## src/rtl/sram_pkg.sv

```systemverilog
// rtl/sram_pkg.sv - shared constants and types for the scratch SRAM
//
// Purpose: default geometry of the scratch memory and the word/address
// typedefs used by the array, the top level and the bus interface.
package sram_pkg;

    localparam int ADDR_WIDTH_DEF = 4;
    localparam int DATA_WIDTH_DEF = 8;
    localparam int DEPTH_DEF      = 2 ** ADDR_WIDTH_DEF;

    typedef logic [ADDR_WIDTH_DEF-1:0] addr_t;
    typedef logic [DATA_WIDTH_DEF-1:0] data_t;

endpackage : sram_pkg

```

## src/rtl/sram_if.sv

```systemverilog
// rtl/sram_if.sv - request/response bundle between a bus master and sram_block
//
// Purpose: groups the single-port SRAM request (we, addr, data_in) and the
// registered response (data_out, rd_valid).
// Modports:
//   master : drives we/addr/data_in, observes data_out/rd_valid
//   slave  : observes we/addr/data_in, drives data_out/rd_valid
interface sram_if
    import sram_pkg::*;
#(
    parameter int ADDR_WIDTH = ADDR_WIDTH_DEF,
    parameter int DATA_WIDTH = DATA_WIDTH_DEF
);

    logic                  we;
    logic [ADDR_WIDTH-1:0] addr;
    logic [DATA_WIDTH-1:0] data_in;
    logic [DATA_WIDTH-1:0] data_out;
    logic                  rd_valid;

    modport master (
        output we,
        output addr,
        output data_in,
        input  data_out,
        input  rd_valid
    );

    modport slave (
        input  we,
        input  addr,
        input  data_in,
        output data_out,
        output rd_valid
    );

endinterface : sram_if

```

## src/rtl/sram_array.sv

```systemverilog
// rtl/sram_array.sv - storage array with write port, clear-on-reset and combinational read
//
// Purpose: holds DEPTH words; writes commit at the rising edge, reset clears
// every word, and the read port returns mem[addr] (0 when out of range).
// Ports:
//   clk_i    in  1          rising-edge clock
//   rst_i    in  1          synchronous active-high clear of the whole array
//   we_i     in  1          write enable
//   addr_i   in  ADDR_WIDTH word address for both ports
//   wdata_i  in  DATA_WIDTH write data
//   rdata_o  out DATA_WIDTH combinational read data
module sram_array
    import sram_pkg::*;
#(
    parameter int ADDR_WIDTH = ADDR_WIDTH_DEF,
    parameter int DATA_WIDTH = DATA_WIDTH_DEF,
    parameter int DEPTH      = 2 ** ADDR_WIDTH
) (
    input  logic                  clk_i,
    input  logic                  rst_i,
    input  logic                  we_i,
    input  logic [ADDR_WIDTH-1:0] addr_i,
    input  logic [DATA_WIDTH-1:0] wdata_i,
    output logic [DATA_WIDTH-1:0] rdata_o
);

    // Index width covers exactly DEPTH entries; upper address bits only take
    // part in the range check.
    localparam int IDX_W = (DEPTH > 1) ? $clog2(DEPTH) : 1;

    logic [DATA_WIDTH-1:0] mem_q [DEPTH];
    logic [IDX_W-1:0]      idx;
    logic                  in_range;

    assign idx      = addr_i[IDX_W-1:0];
    assign in_range = (32'(addr_i) < DEPTH);

    always_ff @(posedge clk_i) begin
        if (rst_i) begin
            for (int i = 0; i < DEPTH; i++) begin
                mem_q[i] <= '0;
            end
        end else if (we_i && in_range) begin
            mem_q[idx] <= wdata_i;
        end
    end

    always_comb begin
        rdata_o = '0;
        if (in_range) begin
            rdata_o = mem_q[idx];
        end
    end

endmodule : sram_array

```

## src/rtl/sram_block.sv

```systemverilog
// rtl/sram_block.sv - single-port synchronous scratch SRAM with registered read port
//
// Purpose: decodes we into write/read cycles, registers the read data and
// flags each fresh read with a one-cycle rd_valid.
// Ports:
//   clk_i  in  1      rising-edge clock
//   rst_i  in  1      synchronous active-high reset (array and outputs to 0)
//   bus    sram_if.slave  we/addr/data_in in, data_out/rd_valid out
module sram_block
    import sram_pkg::*;
#(
    parameter int ADDR_WIDTH = ADDR_WIDTH_DEF,
    parameter int DATA_WIDTH = DATA_WIDTH_DEF,
    parameter int DEPTH      = 2 ** ADDR_WIDTH
) (
    input  logic   clk_i,
    input  logic   rst_i,
    sram_if.slave  bus
);

    logic [DATA_WIDTH-1:0] rdata;
    logic [DATA_WIDTH-1:0] data_out_q, data_out_d;
    logic                  rd_valid_q, rd_valid_d;

    sram_array #(
        .ADDR_WIDTH (ADDR_WIDTH),
        .DATA_WIDTH (DATA_WIDTH),
        .DEPTH      (DEPTH)
    ) u_array (
        .clk_i   (clk_i),
        .rst_i   (rst_i),
        .we_i    (bus.we),
        .addr_i  (bus.addr),
        .wdata_i (bus.data_in),
        .rdata_o (rdata)
    );

    // A write cycle keeps the last read result visible but withdraws rd_valid.
    always_comb begin
        data_out_d = data_out_q;
        rd_valid_d = 1'b0;
        if (!bus.we) begin
            data_out_d = rdata;
            rd_valid_d = 1'b1;
        end
    end

    always_ff @(posedge clk_i) begin
        if (rst_i) begin
            data_out_q <= '0;
            rd_valid_q <= 1'b0;
        end else begin
            data_out_q <= data_out_d;
            rd_valid_q <= rd_valid_d;
        end
    end

    assign bus.data_out = data_out_q;
    assign bus.rd_valid = rd_valid_q;

endmodule : sram_block

```

## src/flat_wrapper.sv

```systemverilog
// flat-port wrapper written by rule: the top's interface ports become plain ports
module sram_block_flat import sram_pkg::*;
#(
    parameter int ADDR_WIDTH = ADDR_WIDTH_DEF,
    parameter int DATA_WIDTH = DATA_WIDTH_DEF,
    parameter int DEPTH      = 2 ** ADDR_WIDTH
)
  (clk_i, rst_i, bus_we, bus_addr, bus_data_in, bus_data_out, bus_rd_valid);
  sram_if #(.ADDR_WIDTH(ADDR_WIDTH), .DATA_WIDTH(DATA_WIDTH)) bus_i ();
  input  logic clk_i;
  input  logic rst_i;
  input wire logic [$bits(bus_i.we)-1:0] bus_we;
  input wire logic [$bits(bus_i.addr)-1:0] bus_addr;
  input wire logic [$bits(bus_i.data_in)-1:0] bus_data_in;
  output wire logic [$bits(bus_i.data_out)-1:0] bus_data_out;
  output wire logic [$bits(bus_i.rd_valid)-1:0] bus_rd_valid;
  assign bus_i.we = bus_we;
  assign bus_i.addr = bus_addr;
  assign bus_i.data_in = bus_data_in;
  assign bus_data_out = bus_i.data_out;
  assign bus_rd_valid = bus_i.rd_valid;
  sram_block #(.ADDR_WIDTH(ADDR_WIDTH), .DATA_WIDTH(DATA_WIDTH), .DEPTH(DEPTH)) u_core (.clk_i(clk_i), .rst_i(rst_i), .bus(bus_i));
endmodule
```

## config.mk

```make
export PLATFORM = sky130hd
export DESIGN_NAME = sram_block_flat
export DESIGN_NICKNAME = d
export VERILOG_FILES = /design/src/rtl/sram_pkg.sv /design/src/rtl/sram_if.sv /design/src/rtl/sram_array.sv /design/src/rtl/sram_block.sv /design/src/flat_wrapper.sv
export SDC_FILE = /design/constraint.sdc
export NUM_CORES = 1
export LEC_CHECK = 0
export BUFFER_PORTS_ARGS = -buffer_cell sky130_fd_sc_hd__buf_2
export CORE_MARGIN = 10
export CORE_UTILIZATION = 61
export CTS_CLUSTER_DIAMETER = 80
export CTS_CLUSTER_SIZE = 28
export DETAILED_ROUTE_END_ITERATION = 12
export GPL_TIMING_DRIVEN = 0
export PLACE_DENSITY = 0.89
export SKIP_CTS_REPAIR_TIMING = 1
export SLEW_MARGIN = 30
export SYNTH_ARGS = -nofsm -noshare
export SYNTH_HDL_FRONTEND = slang
export SYNTH_SLANG_ARGS = --single-unit
```

## constraint.sdc

```tcl
create_clock -name clk_i -period 1.9 [get_ports clk_i]
set_clock_uncertainty 0.2 [all_clocks]
set_input_delay 0.095 -clock clk_i [delete_from_list [all_inputs] [get_ports clk_i]]
set_output_delay 0.095 -clock clk_i [all_outputs]
set_load 0.03 [all_outputs]
```

== After elaboration in Yosys (flattened, before gate mapping) ==
Memory sizes are Yosys's and may differ from the RTL's. A register that Yosys moved wholly into a read port is not among the register bits.
Cells that the tools add are included.

* Divide/modulo/power cells: 0
* Equality and inequality tests: 0
* $lt $le $gt $ge: 0
* Reductions and logical operators: 2
* Mux-type cells: 9
* Shifts and indexed selects: 0
* Bitwise logic cells: 0
* Multipliers: 0
* Add/sub/neg operators: 0

{| class="wikitable"
|+ Operator list
! cell !! count
|-
| 8-bit 2-to-1 mux || 1
|-
| 8-bit OR reduction || 1
|-
| 1-bit 2-to-1 mux || 7
|-
| 4-bit 2-to-1 mux || 1
|-
| 1-bit zero test || 1
|}

* Bits in read-only memories: 0
* Memory bits (writable): 128
* Output and inout bits: 9
* Bits in latches: 0
* Memories kept: 1
* Input port bits: 15
* Flip-flop bits (word level): 1
* Logic and storage cells: 13

{| class="wikitable"
|+ Memories
! memory !! depth !! width !! rd ports !! clocked after Yosys merged registers in !! wr ports !! line !! text
|-
| u_core.u_array.mem_q || 16 || 8 || 1 || 1 || 16 || sram_array.sv:31 || <nowiki>logic [DATA_WIDTH-1:0] mem_q [DEPTH];</nowiki>
|}

== Longest topological paths before layout ==
Gate-level depths: netlist (run 1).

* Word-level depth: 5
* Mapped depth: 5
* Mapped depth without buffers: 3

== Hierarchy ==
A second synthesis (run 1) with hierarchy kept.

* Cell total of the unflattened synthesis: 404
* Area total of the unflattened synthesis: 6,190.9 um^2

{| class="wikitable"
|+ By module, submodules not included
! module !! cells each !! sequential area each (um^2) !! instances !! area each (um^2)
|-
| sram_array || 376 || 3,843.7 || 1 || 5,880.6
|-
| sram_block || 28 || 180.2 || 1 || 310.3
|}

== Worst setup path before layout (run 1) ==
No wires, ideal clock.

* Path type: in2reg
* Start: in bus_we
* End: mem u_core.u_array.mem_q[0][0] in the netlist's numbering, enable pin
* Cell stages on the path: 4
* Buffers on the path: 1
* Arrival: 1,185 ps
* Slack: 206 ps
* Required time: 1,391 ps
* Library setup time: 309 ps
* Cells stage by stage: buf_4 -> or4b_4 -> nor3_4 -> or2_2

{| class="wikitable"
|+ RTL lines
! item !! line !! text
|-
| start, declared || flat_wrapper.sv:12 || <nowiki>input wire logic [$bits(bus_i.we)-1:0] bus_we;</nowiki>
|-
| end, declared || sram_array.sv:31 ||
|}

==> impl_table.tex, run 1 <==
\begin{tabular}{lr}
\hline
Metric & Value \\
\hline
\multicolumn{2}{l}{\textbf{Outcome}} \\
\quad Outcome & finished, violations left \\
\quad Violations in the final reports & negative hold slack \\
\multicolumn{2}{l}{\textbf{Place}} \\
\quad Pre-CTS setup slack & -0.349 ns \\
\quad Post-DP HPWL & 9.51 mm \\
\quad GP Congestion & 0.861 \\
\quad I/O Buffers & 21 \\
\multicolumn{2}{l}{\textbf{Yosys}} \\
\quad Dominant combinational cell family by area after synthesis & simple AND/OR/NAND/NOR gates \\
\quad Post-synth net total & 412 \\
\quad Biggest area contributors in the synthesized netlist & sky130\_fd\_sc\_hd\_\_edfxtp\_1, sky130\_fd\_sc\_hd\_\_and2\_1, sky130\_fd\_sc\_hd\_\_mux4\_2 \\
\quad Warnings from Yosys & 0 \\
\quad Cells after synthesis & 397 \\
\quad Adder-cell share of the synthesized area & 0 \\
\quad Mux cell area share after synthesis & 0.131 \\
\quad Basic-gate share of the synthesized area counting and, or, nand and nor cells & 0.184 \\
\quad Area share of xor/xnor cells in the synthesized design & 0 \\
\quad Distinct cell type count after synthesis & 29 \\
\quad Top-area cell type share of the netlist area & 0.614 \\
\quad Average cell area after synthesis & 15.8 µm² \\
\quad Sequential area share after synthesis & 0.643 \\
\quad Synth Cell Area & 6260 µm² \\
\quad Post-synthesis register bit count & 137 \\
\quad Compound-cell area share of the yosys netlist & 0.0192 \\
\quad Most area-hungry cell type in the Yosys netlist & sky130\_fd\_sc\_hd\_\_edfxtp\_1 \\
\multicolumn{2}{l}{\textbf{Timing}} \\
\quad Final hold slack & -0.0135 ns \\
\quad Setup repair after global routing missed its margin & false \\
\quad Number of endpoints with negative hold slack in the final report & 5 \\
\quad Part of the cycle the worst path needs & 0.882 \\
\quad Slack of the critical path & 0.223 ns \\
\quad Setup-failing EPs final & 0 \\
\quad Shortest period the worst path allows & 1.68 ns \\
\quad Maximum operating frequency & 596 MHz \\
\quad Slew at the pin closest to its max-slew limit & 0.791 ns \\
\quad Max-slew violation total from the final report & 0 \\
\quad Max-slew headroom & 0.471 \\
\multicolumn{2}{l}{\textbf{Die}} \\
\quad Initial Util & 0.635 \\
\quad DIE AREA & 14700 µm² \\
\quad Overall die height & 121 µm \\
\quad Core ar. & 9860 µm² \\
\quad Cell Rows & 36 \\
\quad Horiz. Die Dim & 121 µm \\
\quad Num ports & 24 \\
\multicolumn{2}{l}{\textbf{Pwr}} \\
\quad Worst voltage drop across the vdd grid & 0.690 mV \\
\quad Leakage Power & 0.00260 µW \\
\quad Power per Cell Area & 1010 nW/µm² \\
\multicolumn{2}{l}{\textbf{Worst hold path}} \\
\quad Hold Path End & u\_core.bus.data\_out[6]\$\_SDFFE\_PP0N\_ \\
\quad Number of cells on the worst hold path & 5 \\
\quad HP Class & primary input to flop \\
\quad Origin of the worst min-delay path & rst\_i \\
\multicolumn{2}{l}{\textbf{Worst setup path}} \\
\quad Worst R2R End & u\_core.bus.data\_out[1]\$\_SDFFE\_PP0N\_ \\
\quad Cell depth of the worst flop-to-flop path & 3 \\
\quad Endpoint arrival time on the critical path & 1.69 ns \\
\quad R2R Path Start & u\_core.u\_array.mem\_q[5][1]\$\_SDFFCE\_PN0P\_ \\
\quad Kind of start point of the critical path & primary input \\
\quad Setup Crit Path Kind & primary input to flop \\
\quad Largest fanout on the critical path & 10 \\
\quad Required time worst endpoint & 1.91 ns \\
\quad Register-to-Register Setup Slack & 0.27 ns \\
\quad Worst setup EP type & flop \\
\multicolumn{2}{l}{\textbf{Drt}} \\
\quad Wire length after detailed routing & 14.9 mm \\
\quad Vias after detailed routing & 3718 \\
\quad Number of remaining DRC errors & 0 \\
\quad First-pass detailed-route iteration total & 7 \\
\quad Post-route ant nets & 0 \\
\quad Initial DRC count & 400 \\
\quad Per-cell routed wire length & 25.2 µm \\
\quad Detail-routed via count per cell & 6.27 \\
\multicolumn{2}{l}{\textbf{Finish}} \\
\quad Core utilization of the finished layout & 0.731 \\
\quad Nets & 462 \\
\quad Commonest non-fill, non-tap cells in the layout & sky130\_fd\_sc\_hd\_\_and2\_1, sky130\_fd\_sc\_hd\_\_edfxtp\_1, sky130\_fd\_sc\_hd\_\_mux4\_2 \\
\quad Fraction of final layout cells sized beyond drive strength 1 & 0.250 \\
\quad Count of filler cells inserted in the layout & 555 \\
\quad Post-synthesis to final-layout area growth & 15.2\% \\
\quad N\_diodes & 0 \\
\multicolumn{2}{l}{\textbf{Clock tree}} \\
\quad Clock tree from TritonCTS & done \\
\quad Later-pin clock latency in the skew report & 0.53 ns \\
\quad Clock Tree Buf Depth & 2 \\
\quad Buffer cell driving the clock tree root & sky130\_fd\_sc\_hd\_\_clkbuf\_8 \\
\quad Clock slew at the register clock pins of the worst setup and hold paths & 0.06 ns \\
\quad Depth of the CTS H-tree & 4 \\
\quad Number of buffers created by CTS & 17 \\
\quad Number of clock sinks & 137 \\
\multicolumn{2}{l}{\textbf{GRT}} \\
\quad Congestion Overflow GR & 0 \\
\quad Number of global-route vias before repair & 3824 \\
\quad Wire length of the first global-routing pass & 22.5 mm \\
\quad Number of antenna violations at the first check in global routing & 0 \\
\quad Pin count of the biggest net entering global routing & 17 \\
\quad Gr usage total & 0.209 \\
\multicolumn{2}{l}{\textbf{Flow run}} \\
\quad Number of maximum-capacitance constraint violations & 0 \\
\hline
\end{tabular}
metal layers:
layer | wire (µm) | vias up | track usage | part of all wire
met3 | 1440 | 45 | 0.0475 | 0.096
met1 | 5710 | 1862 | 0.266 | 0.38
li1 | - | 1580 | - | -
met2 | 7270 | 231 | 0.327 | 0.49
met4 | 507 | 0 | 0.113 | 0.034
met5 | 0 | - | 0 | 0
sequential cells by signal (all words and copies together) (netlist names):
signal and count:
u_core.bus.rd_valid 1, u_core.bus.data_out 8, u_core.u_array.mem_q 128
critical path: stages:
cell                      delay, ns
sky130_fd_sc_hd__buf_2         0.12
sky130_fd_sc_hd__buf_4         0.21
sky130_fd_sc_hd__buf_4         0.25
sky130_fd_sc_hd__nand2_2       0.14
sky130_fd_sc_hd__nor2_1        0.48
sky130_fd_sc_hd__or2_2         0.38
Yosys cell counts (all sizes together):
cell and count:
a22oi 8, or4b 1, mux4 32, or2 16
clkbuf 10, and2 128, nand2 9, mux2i 8
nor4bb 1, nand4b 1, nor2b 1, edfxtp 128
nor3 4, buf 14, nor2 13, o211ai 8
nand4bb 2, nand2b 2, or3 1, dfxtp 9
nor4b 1
power breakdown:
part           leakage (µW)  internal (µW)  switching (µW)
clock network      0.000296           1970            1220
logic               0.00101            223             331
registers           0.00129           3470            55.4
total               0.00260           5660            1610
metrics by stage:
| step | cells | TNS (ns) | cell area, µm² | total power [µW] |
|---|---|---|---|---|
| 2_1_floorplan | 397 | 0 | 6260 | 3920 |
| 3_3_place_gp | 551 | -14.33 | 6530 | 4080 |
| 3_5_place_dp | 551 | -19.69 | 6530 | 4110 |
| 4_1_cts | 583 | 0 | 7110 | 7230 |
| 5_1_grt | 593 | 0 | 7210 | 7410 |
| 6_report | 593 | 0 | 7210 | 7270 |
area by class of cell:
cell class	count	area (µm²)	area share
Clock buffer	26	552	0.0765
Clock inverter	6	30.0	0.00416
Timing Repair Buffer	31	205	0.0284
Tap cell	133	166	0.0231
Buffer	24	144	0.0199
Sequential cell	137	4020	0.558
Multi-Input combinational cell	236	2090	0.290
cells by family (layout without fill, tap and decap cells):
group,after synthesis,after routing
AOI/OAI and AO/OA,16,16
buffers and inverters,24,87
DFF,137,137
muxes,40,40
and+or+nand+nor,180,180
how the worst max path moves through the flow:
stage	start	to	slack [ns]	cells past startpoint
finish	bus_addr[1]	u_core.u_array.mem_q[7][3]$_SDFFCE_PN0P_	0.22	6
global route	bus_addr[1]	u_core.u_array.mem_q[7][3]$_SDFFCE_PN0P_	0.12	6
CTS	bus_addr[1]	u_core.u_array.mem_q[7][3]$_SDFFCE_PN0P_	0.23	6
detailed placement	bus_addr[1]	u_core.u_array.mem_q[7][4]$_SDFFCE_PN0P_	-0.35	6
global placement	bus_addr[1]	u_core.u_array.mem_q[7][4]$_SDFFCE_PN0P_	-0.26	6
floorplan	bus_we	u_core.u_array.mem_q[0][0]$_SDFFCE_PN0P_	0.21	4
No activity file was read; power rests on OpenSTA's default activity.
==> run 2: changes to the inputs <==
Settings changed: HOLD_SLACK_MARGIN set to 0.1.
==> impl_table.tex, run 2 (synthesized netlist as in run 1, its figures left out) <==
\begin{tabular}{lr}
\hline
Metric & Value \\
\hline
\multicolumn{2}{l}{\textbf{Finish}} \\
\quad Nets & 464 \\
\quad Register area & 4020 µm² \\
\quad Count of filler cells inserted in the layout & 552 \\
\quad Area of combinational cells with multiple inputs & 2090 µm² \\
\quad Register ranked first by flip-flop count & u\_core.u\_array.mem\_q \\
\quad Fraction of final layout cells sized beyond drive strength 1 & 0.249 \\
\quad N\_diodes & 0 \\
\quad Post-route cell area & 7230 µm² \\
\quad Flip-flop count of the largest register after layout & 128 \\
\quad Commonest non-fill, non-tap cells in the layout & sky130\_fd\_sc\_hd\_\_and2\_1, sky130\_fd\_sc\_hd\_\_edfxtp\_1, sky130\_fd\_sc\_hd\_\_mux4\_2 \\
\quad Post-synthesis to final-layout area growth & 15.5\% \\
\multicolumn{2}{l}{\textbf{Worst setup path}} \\
\quad Setup Crit Path Kind & primary input to flop \\
\quad Endpoint arrival time on the critical path & 1.95 ns \\
\quad Worst setup EP type & flop \\
\quad Largest fanout on the critical path & 10 \\
\quad Kind of start point of the critical path & primary input \\
\quad Stage delay of the slowest cell on the critical path & 0.62 ns \\
\quad Critical-path cell list & buf\_6 > dlygate4sd3\_1 > buf\_12 > mux4\_1 > a22oi\_1 > o211ai\_1 \\
\quad Cell with the largest stage delay on the worst path & sky130\_fd\_sc\_hd\_\_dlygate4sd3\_1 \\
\quad Required time worst endpoint & 2.10 ns \\
\multicolumn{2}{l}{\textbf{Timing}} \\
\quad Part of the cycle the worst path needs & 0.918 \\
\quad Number of endpoints with negative hold slack in the final report & 1 \\
\quad Max-slew violation total from the final report & 0 \\
\quad Maximum operating frequency & 573 MHz \\
\quad Max-slew headroom & 0.492 \\
\quad Sum Neg Setup Slack & 0 ns \\
\quad Setup repair after global routing missed its margin & false \\
\quad Slew at the pin closest to its max-slew limit & 0.761 ns \\
\quad Shortest period the worst path allows & 1.74 ns \\
\quad Final hold slack & -0.00354 ns \\
\quad Setup-failing EPs final & 0 \\
\multicolumn{2}{l}{\textbf{Drt}} \\
\quad Wire length after detailed routing & 15.1 mm \\
\quad Initial DRC count & 425 \\
\quad Vias after detailed routing & 3799 \\
\quad First-pass detailed-route iteration total & 5 \\
\quad Per-cell routed wire length & 25.4 µm \\
\quad Number of remaining DRC errors & 0 \\
\quad Detail-routed via count per cell & 6.38 \\
\quad Post-route ant nets & 0 \\
\multicolumn{2}{l}{\textbf{Pwr}} \\
\quad Comb power frac & 0.077 \\
\quad Leakage Power & 0.00261 µW \\
\quad Sequential cell fraction of total power & 0.485 \\
\quad Net switching power & 1600 µW \\
\quad Power per Cell Area & 1000 nW/µm² \\
\quad Worst voltage drop across the vdd grid & 0.684 mV \\
\quad Sw Ratio & 0.221 \\
\quad Clock group share of total power & 0.438 \\
\quad Final total power & 7270 µW \\
\quad Internal & 5670 µW \\
\multicolumn{2}{l}{\textbf{GRT}} \\
\quad Congestion Overflow GR & 0 \\
\quad Met3 GRT Util & 0.0475 \\
\quad Wire length of the first global-routing pass & 22.5 mm \\
\quad Layer with the highest usage & met2 \\
\quad Pin count of the biggest net entering global routing & 17 \\
\quad Met1 global-route usage & 0.266 \\
\quad Met2 track utilization from global routing & 0.327 \\
\quad Number of antenna violations at the first check in global routing & 0 \\
\quad Number of global-route vias before repair & 3824 \\
\quad Gr usage total & 0.209 \\
\multicolumn{2}{l}{\textbf{Outcome}} \\
\quad Outcome & finished, violations left \\
\quad Violations in the final reports & negative hold slack \\
\multicolumn{2}{l}{\textbf{Die}} \\
\quad Core ar. & 9860 µm² \\
\quad Overall die height & 121 µm \\
\quad Cell Rows & 36 \\
\quad Horiz. Die Dim & 121 µm \\
\quad DIE AREA & 14700 µm² \\
\quad Initial Util & 0.635 \\
\quad Num ports & 24 \\
\multicolumn{2}{l}{\textbf{Clock tree}} \\
\quad Depth of the CTS H-tree & 4 \\
\quad Clock slew at the register clock pins of the worst setup and hold paths & 0.06 ns \\
\quad Buffer cell driving the clock tree root & sky130\_fd\_sc\_hd\_\_clkbuf\_8 \\
\quad Later-pin clock latency in the skew report & 0.54 ns \\
\quad Number of clock sinks & 137 \\
\quad Clock tree from TritonCTS & done \\
\quad Clock Tree Buf Depth & 2 \\
\quad Number of buffers created by CTS & 17 \\
\multicolumn{2}{l}{\textbf{Place}} \\
\quad Placement Cell Area & 6530 µm² \\
\quad Post-DP HPWL & 9.51 mm \\
\quad GP Congestion & 0.861 \\
\quad I/O Buffers & 21 \\
\multicolumn{2}{l}{\textbf{Worst hold path}} \\
\quad HP Class & primary input to flop \\
\multicolumn{2}{l}{\textbf{Flow run}} \\
\quad Number of maximum-capacitance constraint violations & 0 \\
\hline
\end{tabular}
[run 2: cell count changes in the layout (fill, tap and decap cells not counted), sizes merged]
cell and change:
dlygate4sd3 +2
[run 2: per-stage QoR]
stage | setup WS (ns) | instances | util
after floorplan | 0.206 | 397 | -
final | 0.155 | 595 | 0.733
after global placement | -0.256 | 551 | 0.662
after detailed placement | -0.349 | 551 | 0.662
after CTS | 0.226 | 583 | 0.721
after global routing | 0.0859 | 595 | 0.733
[run 2: metal layers]
| metal | wire (µm) | part of all wire |
|---|---|---|
| met5 | 0 | 0 |
| met4 | 492 | 0.033 |
| met3 | 1580 | 0.10 |
| met2 | 7400 | 0.49 |
| met1 | 5630 | 0.37 |
[run 2: worst paths after layout]
check | start | cells past startpoint | slack (ns) | endpoint
max | bus_addr[0] | 6 | 0.16 | u_core.bus.data_out[7]$_SDFFE_PP0N_
min | bus_we | 4 | -0.004 | u_core.bus.data_out[0]$_SDFFE_PP0N_
max reg2reg | u_core.u_array.mem_q[4][1]$_SDFFCE_PN0P_ | 3 | 0.25 | u_core.bus.data_out[1]$_SDFFE_PP0N_
min reg2reg | u_core.bus.data_out[4]$_SDFFE_PP0N_ | 2 | 0.28 | u_core.bus.data_out[4]$_SDFFE_PP0N_
[run 2: power by group through the flow]
stage,Combinational [µW],Clock (µW),Sequential [µW]
CTS,535,3160,3530
global route,589,3280,3540
floorplan,318,0,3600
global placement,513,0,3570
detailed placement,527,0,3590
finish,560,3180,3530
[run 2: worst max-delay path: cells and delay by family]
family | cells | cell delay, ns
buffers and inverters | 3 | 0.88
AO/OA/AOI/OAI | 2 | 0.41
multiplexers | 1 | 0.56
[run 2: area by class of cell]
cell class | count | share of cell area
multi-input cells | 236 | 0.289
repair buffers | 33 | 0.0311
clock buffers | 26 | 0.0763
clock inverters | 6 | 0.00415
flip-flops and latches | 137 | 0.556
plain buffers | 24 | 0.0199
well taps | 133 | 0.0230
==> run 3: changes to the inputs <==
==> constraint.sdc (replaced) <==
create_clock -name clk_i -period 1.9 [get_ports clk_i]
set_clock_uncertainty 0.2 [all_clocks]
set_input_delay 0.285 -clock clk_i [delete_from_list [all_inputs] [get_ports clk_i]]
set_output_delay 0.285 -clock clk_i [all_outputs]
set_load 0.1 [all_outputs]
==> impl_table.tex, run 3 (synthesized netlist as in run 1, its figures left out) <==
\begin{tabular}{lr}
\hline
Metric & Value \\
\hline
\multicolumn{2}{l}{\textbf{Outcome}} \\
\quad Violations in the final reports & negative setup slack \\
\quad Outcome & finished, violations left \\
\multicolumn{2}{l}{\textbf{Drt}} \\
\quad Post-route ant nets & 0 \\
\quad Initial DRC count & 423 \\
\quad Per-cell routed wire length & 25.1 µm \\
\quad Number of remaining DRC errors & 0 \\
\quad Wire length after detailed routing & 14.8 mm \\
\quad Detail-routed via count per cell & 6.22 \\
\quad First-pass detailed-route iteration total & 5 \\
\quad Vias after detailed routing & 3685 \\
\multicolumn{2}{l}{\textbf{GRT}} \\
\quad Gr usage total & 0.209 \\
\quad Number of antenna violations at the first check in global routing & 0 \\
\quad Wire length of the first global-routing pass & 22.5 mm \\
\quad Congestion Overflow GR & 0 \\
\quad Pin count of the biggest net entering global routing & 17 \\
\quad Number of global-route vias before repair & 3824 \\
\multicolumn{2}{l}{\textbf{Place}} \\
\quad Post-DP HPWL & 9.51 mm \\
\quad Placement Cell Area & 6530 µm² \\
\quad GP Congestion & 0.861 \\
\quad I/O Buffers & 21 \\
\multicolumn{2}{l}{\textbf{Pwr}} \\
\quad Sequential cell fraction of total power & 0.480 \\
\quad Power per Cell Area & 1020 nW/µm² \\
\quad Internal & 5660 µW \\
\quad Final total power & 7350 µW \\
\quad Net switching power & 1690 µW \\
\quad Sw Ratio & 0.230 \\
\quad Clock group share of total power & 0.432 \\
\quad Leakage Power & 0.00259 µW \\
\quad Worst voltage drop across the vdd grid & 0.686 mV \\
\quad Comb power frac & 0.088 \\
\multicolumn{2}{l}{\textbf{Worst setup path}} \\
\quad Cell with the largest stage delay on the worst path & sky130\_fd\_sc\_hd\_\_nor2\_1 \\
\quad Worst setup EP type & flop \\
\quad Endpoint arrival time on the critical path & 1.91 ns \\
\quad Required time worst endpoint & 1.91 ns \\
\quad Buffers and inverters on the worst path & 2 \\
\quad Setup Crit Path Kind & primary input to flop \\
\quad Critical-path cell list & buf\_2 > buf\_4 > nand4bb\_1 > nor2\_1 > or2\_2 \\
\quad Largest fanout on the critical path & 10 \\
\quad Cell depth of the worst flop-to-flop path & 3 \\
\quad Stage delay of the slowest cell on the critical path & 0.57 ns \\
\quad Kind of start point of the critical path & primary input \\
\quad Stages on the worst setup path & 5 \\
\quad Kind of cell adding the most delay to the critical path & simple AND/OR/NAND/NOR gates \\
\multicolumn{2}{l}{\textbf{Timing}} \\
\quad Number of endpoints with negative hold slack in the final report & 0 \\
\quad Slack of the critical path & -0.000634 ns \\
\quad Max-slew headroom & 0.453 \\
\quad Max-slew violation total from the final report & 0 \\
\quad Setup-failing EPs final & 2 \\
\quad Setup repair after global routing missed its margin & true \\
\quad Slew at the pin closest to its max-slew limit & 0.818 ns \\
\quad Shortest period the worst path allows & 1.90 ns \\
\quad Sum Neg Setup Slack & -0.000890 ns \\
\quad Maximum operating frequency & 526 MHz \\
\quad Part of the cycle the worst path needs & 1.00 \\
\multicolumn{2}{l}{\textbf{Clock tree}} \\
\quad Depth of the CTS H-tree & 4 \\
\quad Number of buffers created by CTS & 17 \\
\quad Later-pin clock latency in the skew report & 0.53 ns \\
\quad Clock slew at the register clock pins of the worst setup and hold paths & 0.06 ns \\
\quad Clock Tree Buf Depth & 2 \\
\quad Number of clock sinks & 137 \\
\quad Clock tree from TritonCTS & done \\
\quad Buffer cell driving the clock tree root & sky130\_fd\_sc\_hd\_\_clkbuf\_8 \\
\multicolumn{2}{l}{\textbf{Flow run}} \\
\quad Number of maximum-capacitance constraint violations & 0 \\
\multicolumn{2}{l}{\textbf{Die}} \\
\quad DIE AREA & 14700 µm² \\
\quad Initial Util & 0.635 \\
\quad Num ports & 24 \\
\quad Horiz. Die Dim & 121 µm \\
\quad Overall die height & 121 µm \\
\quad Core ar. & 9860 µm² \\
\quad Cell Rows & 36 \\
\multicolumn{2}{l}{\textbf{Finish}} \\
\quad Commonest non-fill, non-tap cells in the layout & sky130\_fd\_sc\_hd\_\_and2\_1, sky130\_fd\_sc\_hd\_\_edfxtp\_1, sky130\_fd\_sc\_hd\_\_mux4\_2 \\
\quad Post-route cell area & 7210 µm² \\
\quad Register ranked first by flip-flop count & u\_core.u\_array.mem\_q \\
\quad Nets & 461 \\
\quad Post-synthesis to final-layout area growth & 15.1\% \\
\quad Register area & 4020 µm² \\
\quad N\_diodes & 0 \\
\quad Flip-flop count of the largest register after layout & 128 \\
\quad Fraction of final layout cells sized beyond drive strength 1 & 0.255 \\
\quad Count of filler cells inserted in the layout & 555 \\
\quad Area of combinational cells with multiple inputs & 2100 µm² \\
\multicolumn{2}{l}{\textbf{Worst hold path}} \\
\quad HP Class & primary input to flop \\
\quad Number of cells on the worst hold path & 4 \\
\hline
\end{tabular}
## run 3: cell types whose count changed in the layout (fill, tap and decap cells not counted)
cell,previous run,this run
sky130_fd_sc_hd__nor2_2,0,2
sky130_fd_sc_hd__nor2_1,10,8
sky130_fd_sc_hd__dlygate4sd3_1,12,9
## run 3: stage by stage
stage	util	std cells	setup slack (ns)	hold slack [ns]
floorplan	-	397	0.0156	0.283
global placement	0.662	551	-0.446	0.246
detailed placement	0.662	551	-0.539	0.264
CTS	0.721	583	0.0356	-0.200
global route	0.731	592	-0.0614	0.167
finish	0.731	592	-0.000634	0.141
## run 3: power by group through the flow
stage          clock network, µW  registers [µW]  logic (µW)
6_report                    3180            3530         645
5_1_grt                     3280            3540         676
4_1_cts                     3160            3530         628
3_5_place_dp                   0            3590         620
3_3_place_gp                   0            3570         606
2_1_floorplan                  0            3690         318
## run 3: final timing paths
kind,to,slack [ns],start
worst max register to register,u_core.bus.data_out[1]$_SDFFE_PP0N_,0.28,u_core.u_array.mem_q[7][1]$_SDFFCE_PN0P_
worst max-delay path,u_core.u_array.mem_q[6][7]$_SDFFCE_PN0P_,-0.0006,bus_addr[3]
worst min-delay path,u_core.bus.data_out[7]$_SDFFE_PP0N_,0.14,bus_addr[0]
worst min register to register,u_core.bus.data_out[6]$_SDFFE_PP0N_,0.27,u_core.bus.data_out[6]$_SDFFE_PP0N_
## run 3: layer usage
layer  vias up  GRT usage  part of all wire
li1       1578          -                 -
met1      1834      0.266              0.38
met2       230      0.327              0.49
met3        43     0.0475             0.098
met4         0      0.113             0.036
met5         -          0                 0
## run 3: layout make-up
type,count,area share
flip-flops and latches,137,0.558
multi-input cells,236,0.291
plain buffers,24,0.0200
clock buffers,26,0.0765
clock inverters,6,0.00417
well taps,133,0.0231
repair buffers,30,0.0271
## run 3: tightest hold or removal path: stages
cell	delay [ns]
sky130_fd_sc_hd__buf_6	0.11
sky130_fd_sc_hd__mux4_1	0.22
sky130_fd_sc_hd__mux2i_1	0.07
sky130_fd_sc_hd__o211ai_1	0.14
